### config.mk
export PLATFORM = sky130hd
export DESIGN_NAME = mc_maindec
export DESIGN_NICKNAME = d
export VERILOG_FILES = /design/src/rtl/mc_maindec.sv
export SDC_FILE = /design/constraint.sdc
export NUM_CORES = 1
export LEC_CHECK = 0
export CAP_MARGIN = 10
export CORE_UTILIZATION = 38
export DETAILED_ROUTE_END_ITERATION = 12
export PLACE_DENSITY = 0.82
export RECOVER_POWER = 100
export SLEW_MARGIN = 30
export SYNTH_ARGS = -nofsm -noshare
export SYNTH_HDL_FRONTEND = slang
export SYNTH_SLANG_ARGS = --single-unit
### constraint.sdc
create_clock -name clk_i -period 2 [get_ports clk_i]
set_input_delay 0.4 -clock clk_i [delete_from_list [all_inputs] [get_ports clk_i]]
set_output_delay 0.4 -clock clk_i [all_outputs]
set_load 0.05 [all_outputs]
### src/rtl/mc_maindec.sv
// Multicycle MIPS32 main control FSM: sequences each instruction over 3-5 states
// and drives datapath selects/enables as a Moore function of state.
module mc_maindec #(
  parameter bit MEM_WAIT = 1'b0,
  parameter bit EXT_OPS  = 1'b0
) (
  input  logic       clk_i,
  input  logic       reset_i,
  input  logic [5:0] op_i,
  input  logic       mem_ready_i,
  output logic       pcwrite_o,
  output logic       irwrite_o,
  output logic       regwrite_o,
  output logic       memwrite_o,
  output logic       mem_req_o,
  output logic       iord_o,
  output logic       alusrca_o,
  output logic [1:0] alusrcb_o,
  output logic       zeroext_o,
  output logic       regdst_o,
  output logic       memtoreg_o,
  output logic [1:0] pcsrc_o,
  output logic       branch_o,
  output logic       branch_ne_o,
  output logic [1:0] aluop_o,
  output logic       logic_or_o,
  output logic       illegal_o,
  output logic [3:0] state_o
);

  typedef enum logic [3:0] {
    S_FETCH   = 4'd0,  S_DECODE  = 4'd1,  S_MEMADR = 4'd2,  S_MEMRD  = 4'd3,
    S_MEMWB   = 4'd4,  S_MEMWR   = 4'd5,  S_RTYPEEX = 4'd6, S_RTYPEWB = 4'd7,
    S_BEQEX   = 4'd8,  S_ADDIEX  = 4'd9,  S_ADDIWB = 4'd10, S_JEX    = 4'd11,
    S_BNEEX   = 4'd12, S_LOGIEX  = 4'd13
  } state_e;

  state_e state_q, state_d;
  logic   dec_illegal;
  logic   mem_go;

  // Without the handshake every memory state lasts exactly one cycle.
  assign mem_go  = MEM_WAIT ? mem_ready_i : 1'b1;
  assign state_o = state_q;

  always_ff @(posedge clk_i or posedge reset_i) begin
    if (reset_i) state_q <= S_FETCH;
    else         state_q <= state_d;
  end

  always_comb begin
    state_d     = S_FETCH;
    dec_illegal = 1'b0;
    case (state_q)
      S_FETCH:   state_d = mem_go ? S_DECODE : S_FETCH;
      S_DECODE: begin
        case (op_i)
          6'b000000:            state_d = S_RTYPEEX;
          6'b100011, 6'b101011: state_d = S_MEMADR;
          6'b000100:            state_d = S_BEQEX;
          6'b001000:            state_d = S_ADDIEX;
          6'b000010:            state_d = S_JEX;
          6'b000101: if (EXT_OPS) state_d = S_BNEEX; else dec_illegal = 1'b1;
          6'b001100, 6'b001101: if (EXT_OPS) state_d = S_LOGIEX; else dec_illegal = 1'b1;
          default:              dec_illegal = 1'b1;
        endcase
      end
      // op[3] separates SW (101011) from LW (100011).
      S_MEMADR:  state_d = op_i[3] ? S_MEMWR : S_MEMRD;
      S_MEMRD:   state_d = mem_go ? S_MEMWB : S_MEMRD;
      S_MEMWR:   state_d = mem_go ? S_FETCH : S_MEMWR;
      S_RTYPEEX: state_d = S_RTYPEWB;
      S_ADDIEX:  state_d = S_ADDIWB;
      S_LOGIEX:  state_d = S_ADDIWB;
      default:   state_d = S_FETCH;
    endcase
  end

  always_comb begin
    pcwrite_o   = 1'b0; irwrite_o  = 1'b0; regwrite_o = 1'b0; memwrite_o  = 1'b0;
    mem_req_o   = 1'b0; iord_o     = 1'b0; alusrca_o  = 1'b0; alusrcb_o   = 2'b00;
    zeroext_o   = 1'b0; regdst_o   = 1'b0; memtoreg_o = 1'b0; pcsrc_o     = 2'b00;
    branch_o    = 1'b0; branch_ne_o = 1'b0; aluop_o   = 2'b00; logic_or_o = 1'b0;
    illegal_o   = 1'b0;
    case (state_q)
      S_FETCH: begin
        alusrcb_o = 2'b01; mem_req_o = 1'b1;
        irwrite_o = mem_go; pcwrite_o = mem_go;
      end
      S_DECODE: begin
        alusrcb_o = 2'b11; illegal_o = dec_illegal;
      end
      S_MEMADR, S_ADDIEX: begin
        alusrca_o = 1'b1; alusrcb_o = 2'b10;
      end
      S_MEMRD:   begin iord_o = 1'b1; mem_req_o = 1'b1; end
      S_MEMWB:   begin memtoreg_o = 1'b1; regwrite_o = 1'b1; end
      S_MEMWR:   begin iord_o = 1'b1; memwrite_o = 1'b1; mem_req_o = 1'b1; end
      S_RTYPEEX: begin alusrca_o = 1'b1; aluop_o = 2'b10; end
      S_RTYPEWB: begin regdst_o = 1'b1; regwrite_o = 1'b1; end
      S_BEQEX, S_BNEEX: begin
        alusrca_o = 1'b1; aluop_o = 2'b01; pcsrc_o = 2'b01;
        branch_o = (state_q == S_BEQEX); branch_ne_o = (state_q == S_BNEEX);
      end
      S_LOGIEX: begin
        alusrca_o = 1'b1; alusrcb_o = 2'b10; zeroext_o = 1'b1;
        aluop_o = 2'b11; logic_or_o = op_i[0];
      end
      S_ADDIWB:  regwrite_o = 1'b1;
      S_JEX:     begin pcsrc_o = 2'b10; pcwrite_o = 1'b1; end
      default:   ;
    endcase
    // Reset silences every enable; selects already show FETCH since state is forced there.
    if (reset_i) begin
      pcwrite_o = 1'b0; irwrite_o = 1'b0; regwrite_o = 1'b0;
      memwrite_o = 1'b0; mem_req_o = 1'b0; illegal_o = 1'b0;
    end
  end

endmodule
==> reports/metrics.cfg, run 1 <==
[synthesis]
mappedNetlistArea_um2 = 533
synth-seq-cells = 4
synth_fp_nets = 83
synth_cell_types = 36
synth_top_family_by_area = simple AND/OR/NAND/NOR gates
synth_adder_area_share_pct = 0
netlist_instances = 74
synth_compound_area_share_pct = 19.0
ys_warn_count = 0
seq_area_frac_synth_pct = 18.8
synthXorXnorAreaFrac_pct = 6.57
synth.mux.area_fraction_pct = 0
postSynthAreaPerCell_um2 = 7.20
synth_simple_gate_area_share_pct = 46.2

[clock_tree]
post_cts_buffers = 10
numCtsBuffers = 3
clock-sinks = 4
cts_root_buffer = clkbuf_4
cts_hold_buffers = 0
clockBufferDepth = 2
htreeDepth = 1
post_cts_resized = 11

[die]
rows = 13
pin_count = 33
start_util_pct = 41.0
fp.dieW_um = 39.5
die_h_um = 39.5

[place]
io_buffers = 31
preCtsSetupSlack_ns = -0.176
place.gp.congestion = 0.747
dp.cells = 126
hpwlAfterDp_mm = 1.58

[outcome]
status = stopped before the end
error = [ERROR DPL-0038] Utilization greater than 100%, impossible to legalize
haltStage = clock tree synthesis

==> per-stage QoR <==
stage                     util [%]  TNS, ns  area [um2]
after floorplan                  -   -0.175         631
after detailed placement      92.0   -0.176        1200
after global placement        92.0  -0.0699        1200
==> synthesized netlist by cell type, drive strengths merged <==
cell,number,area [um2]
or2b,2,15.0
a21oi,3,15.0
a21o,1,7.51
or3b,1,8.76
or4,1,7.51
xnor2,2,17.5
o221ai,1,8.76
o211ai,1,7.51
nand3b,3,22.5
or3,2,12.5
nor3,7,35.0
nand4,1,6.26
a21boi,1,7.51
nor2,6,22.5
nand3,2,10.0
nor4,1,6.26
and4,1,8.76
o31ai,1,7.51
and3,1,6.26
inv,2,7.51
nand2b,3,21.3
a31oi,1,6.26
o21ai,2,10.0
o21a,1,7.51
nor2b,3,18.8
nor3b,1,7.51
a211oi,2,15.0
a221oi,1,8.76
dfrtp,4,100
or2,1,6.26
and2,2,12.5
buf,6,42.5
xor2,2,17.5
nand2,5,18.8
==> kinds of logic after synthesis <==
| kind of cell | count (synthesis) |
|---|---|
| and+or+nand+nor | 43 |
| DFF | 4 |
| AOI/OAI and AO/OA | 15 |
| buffers and inverters | 8 |
| xor gates and xnor gates | 4 |
==> inputs of run 2 (changes only) <==
--- a/config.mk
+++ b/config.mk
@@ -6,9 +6,10 @@
 export NUM_CORES = 1
 export LEC_CHECK = 0
 export CAP_MARGIN = 10
-export CORE_UTILIZATION = 38
+export CORE_AREA = 2 2 63 65
 export DETAILED_ROUTE_END_ITERATION = 12
-export PLACE_DENSITY = 0.82
+export DIE_AREA = 0 0 65 67
+export PLACE_DENSITY_LB_ADDON = 0.15
 export RECOVER_POWER = 100
 export SLEW_MARGIN = 30
 export SYNTH_ARGS = -nofsm -noshare
==> run 2 against run 1 <==
Effect of this change:
- the run now ends clean
- area after synthesis stayed put
- synthesized cell count stayed put
==> reports/metrics.cfg, run 2 <==
[outcome]
status = completed

[final_layout]
layout_commonest_cell = buf_4
synthToLayoutAreaGrowth_pct = 166
final_cell_mix = buf_4 (30), buf_12 (20), nor3_2 (5)
largest_register_ffs = 4
drive_above_1_share_pct = 63.6
fin_nets = 140
fill_cells = 367
utilization_pct = 39.3
diodes = 0
fin_cells = 177

[synthesis]
ys.flop_type = dfrtp_1
synth_top_area_share_pct = 18.8  ; unchanged
ys_warn_count = 0  ; unchanged
mappedNetlistArea_um2 = 533  ; unchanged
seq_area_frac_synth_pct = 18.8  ; unchanged
synth_edf_count = 0  ; unchanged
netlist_instances = 74  ; unchanged
netlist.top_cell.by_area = dfrtp_1
synth-seq-cells = 4  ; unchanged
postSynthAreaPerCell_um2 = 7.20  ; unchanged
synth_cell_types = 36  ; unchanged
synth_most_common_cell = nor3_1
synth_top_cells_by_count = nor3_1 (7), nor2_1 (6), nand2_1 (5)
synth_area_leaders = dfrtp_1 (19%), nor3_1 (6.6%), buf_6 (4.2%)
synthArstFlopShare_pct = 100  ; unchanged
synth_fp_nets = 83  ; unchanged

[routing]
drt_wl_total_mm = 2.04
wl_per_cell_um = 11.5
vias = 728
drc = 0
ant_nets = 0
vias_per_cell = 4.11
drt_first_pass_iters = 4
drtIter0Drc = 12

[setup_path]
path_class = register to output pin
worstPathMaxFanout = 11
end_kind = output pin
crit_chain = nor2b_1 > or3_4 > a21oi_4 > buf_12
worstPathRequired_ns = 1.60
cp-start-kind = register
slowest_delay_ns = 0.48
critical-path-slowest-cell = dfrtp_2
cp.arrival_ns = 1.55

[die]
rows = 22  ; +9
start_util_pct = 14.8  ; -26 points
die_h_um = 67  ; +70%
fp.dieW_um = 65  ; +65%
pin_count = 33  ; unchanged
die-area_um2 = 4360
coreArea_um2 = 3610

[power_and_ir_drop]
power_w = 0.00161
p_per_area_nw_per_um2 = 1130
seqPwrFrac_pct = 9.9
combPwrFrac_pct = 79.8
internal-power_w = 0.000857
irDropWorstVdd_mv = 0.321
switchingPower_w = 0.000750
switching_share_pct = 46.7
p_leak_nw = 0.593
clkPwrFrac_pct = 10.3

[sta]
fmax_mhz = 513
drv_slew = 0
post-route-period-util_pct = 97.6
tightest_slew_ns = 0.281
period_minus_slack_ns = 1.95
clock-skew-final_ns = 0.00112
relSlewSlack_pct = 81.2
timing.hold.ws_ns = 0.619
timing.final.hold_violations = 0
rsz0062_at_grt = true
setup_violations = 0

[clock_tree]
cts_hold_buffers = 0  ; unchanged
clk_pin_slew_worst_paths_ns = 0.03
cts_root_buffer = clkbuf_8
clock-sinks = 4  ; unchanged
clockBufferDepth = 2  ; unchanged
cts_tree = done
numCtsBuffers = 3  ; unchanged
htreeDepth = 1  ; unchanged
clock_latency_ns = 0.21

[global_route]
gr-total-overflow = 0
grt_pass1_vias = 738
grt_pass1_wl_mm = 3.47
grtUsageTotal_pct = 10.3
antenna_found_initial = 0
grt_max_degree = 16

[run]
max_cap_violations = 0

[place]
dp.cells = 161  ; +28%
place.gp.congestion = 0.727  ; -2.8%
hpwlAfterDp_mm = 1.62  ; +2.3%
io_buffers = 31  ; unchanged

[min_path]
min_path_type = input pin to asynchronous set/reset pin

-- run 2: cell counts after synthesis --
Identical to the previous run, type by type.
-- run 2: layout make-up --
| class | count | area (um2) | share of cell area, % |
|---|---|---|---|
| multi-input combinational | 62 | 499 | 35.2 |
| clock buffer | 3 | 41.3 | 2.91 |
| timing repair buffer | 58 | 704 | 49.7 |
| sequential | 4 | 105 | 7.41 |
| inverter | 2 | 7.51 | 0.530 |
| tap | 48 | 60.1 | 4.24 |
-- run 2: timing repair --
item | 4_1_cts | 5_1_grt
setup endpoints to repair | 6 | 5
hold endpoints to repair | 0 | 0
gates resized for setup | 8 | 4
gates cloned | 0 | 0
pin swaps | 3 | 2
setup buffers | 7 | 6
-- run 2: stage by stage --
step           TNS (ns)  setup WS, ns  cell area [um2]
6_report              0        0.0490             1420
5_1_grt         -0.0150       -0.0101             1420
4_1_cts               0       0.00145             1360
3_5_place_dp    -0.0823       -0.0823             1250
3_3_place_gp    -0.0753       -0.0753             1250
2_1_floorplan    -0.175        -0.175              631
-- run 2: worst max-delay path, delay by kind of cell (launching register included) --
kind,cells,cell delay (ns)
DFF,1,0.48
AOI/OAI and AO/OA,1,0.16
and+or+nand+nor,2,0.55
buffers and inverters,1,0.15
-- run 2: logic make-up (layout without fill, tap and decap cells) --
logic type / after synthesis / in the layout / share of synthesized area, %
flops: 4 / 4 / 18.8
compound gates: 15 / 15 / 19.0
xor+xnor: 4 / 4 / 6.57
buf+inv: 8 / 63 / 9.39
simple gates: 43 / 43 / 46.2
-- run 2: power by group through the flow --
stage	Combinational, W	Sequential [W]	Clock, W
finish	0.00128	0.000159	0.000165
global route	0.00135	0.000168	0.000178
CTS	0.00124	0.000167	0.000170
detailed placement	0.00113	0.000198	0
global placement	0.00112	0.000197	0
floorplan	0.000638	0.000196	0
-- run 2: per-layer routing --
layer  track usage (%)  part of all wire, %
met5                 0                    0
met4              3.19                 0.64
met3              3.04                  4.2
met2              17.9                   51
met1              12.1                   44
-- run 2: final timing paths --
path / cells past startpoint / start / slack (ns) / end
max: 4 / state_o[1] / 0.05 / regwrite_o
max reg2reg: 4 / state_o[1] / 0.63 / state_o[0]
min in group clk_i: 2 / state_o[3] / 0.68 / state_o[0]
min reg2reg: 2 / state_o[3] / 0.68 / state_o[0]
max in group asynchronous: 3 / reset_i / 1.22 / state_o[0]
min: 3 / reset_i / 0.62 / state_o[3]
No activity file was read; power rests on OpenSTA's default activity.
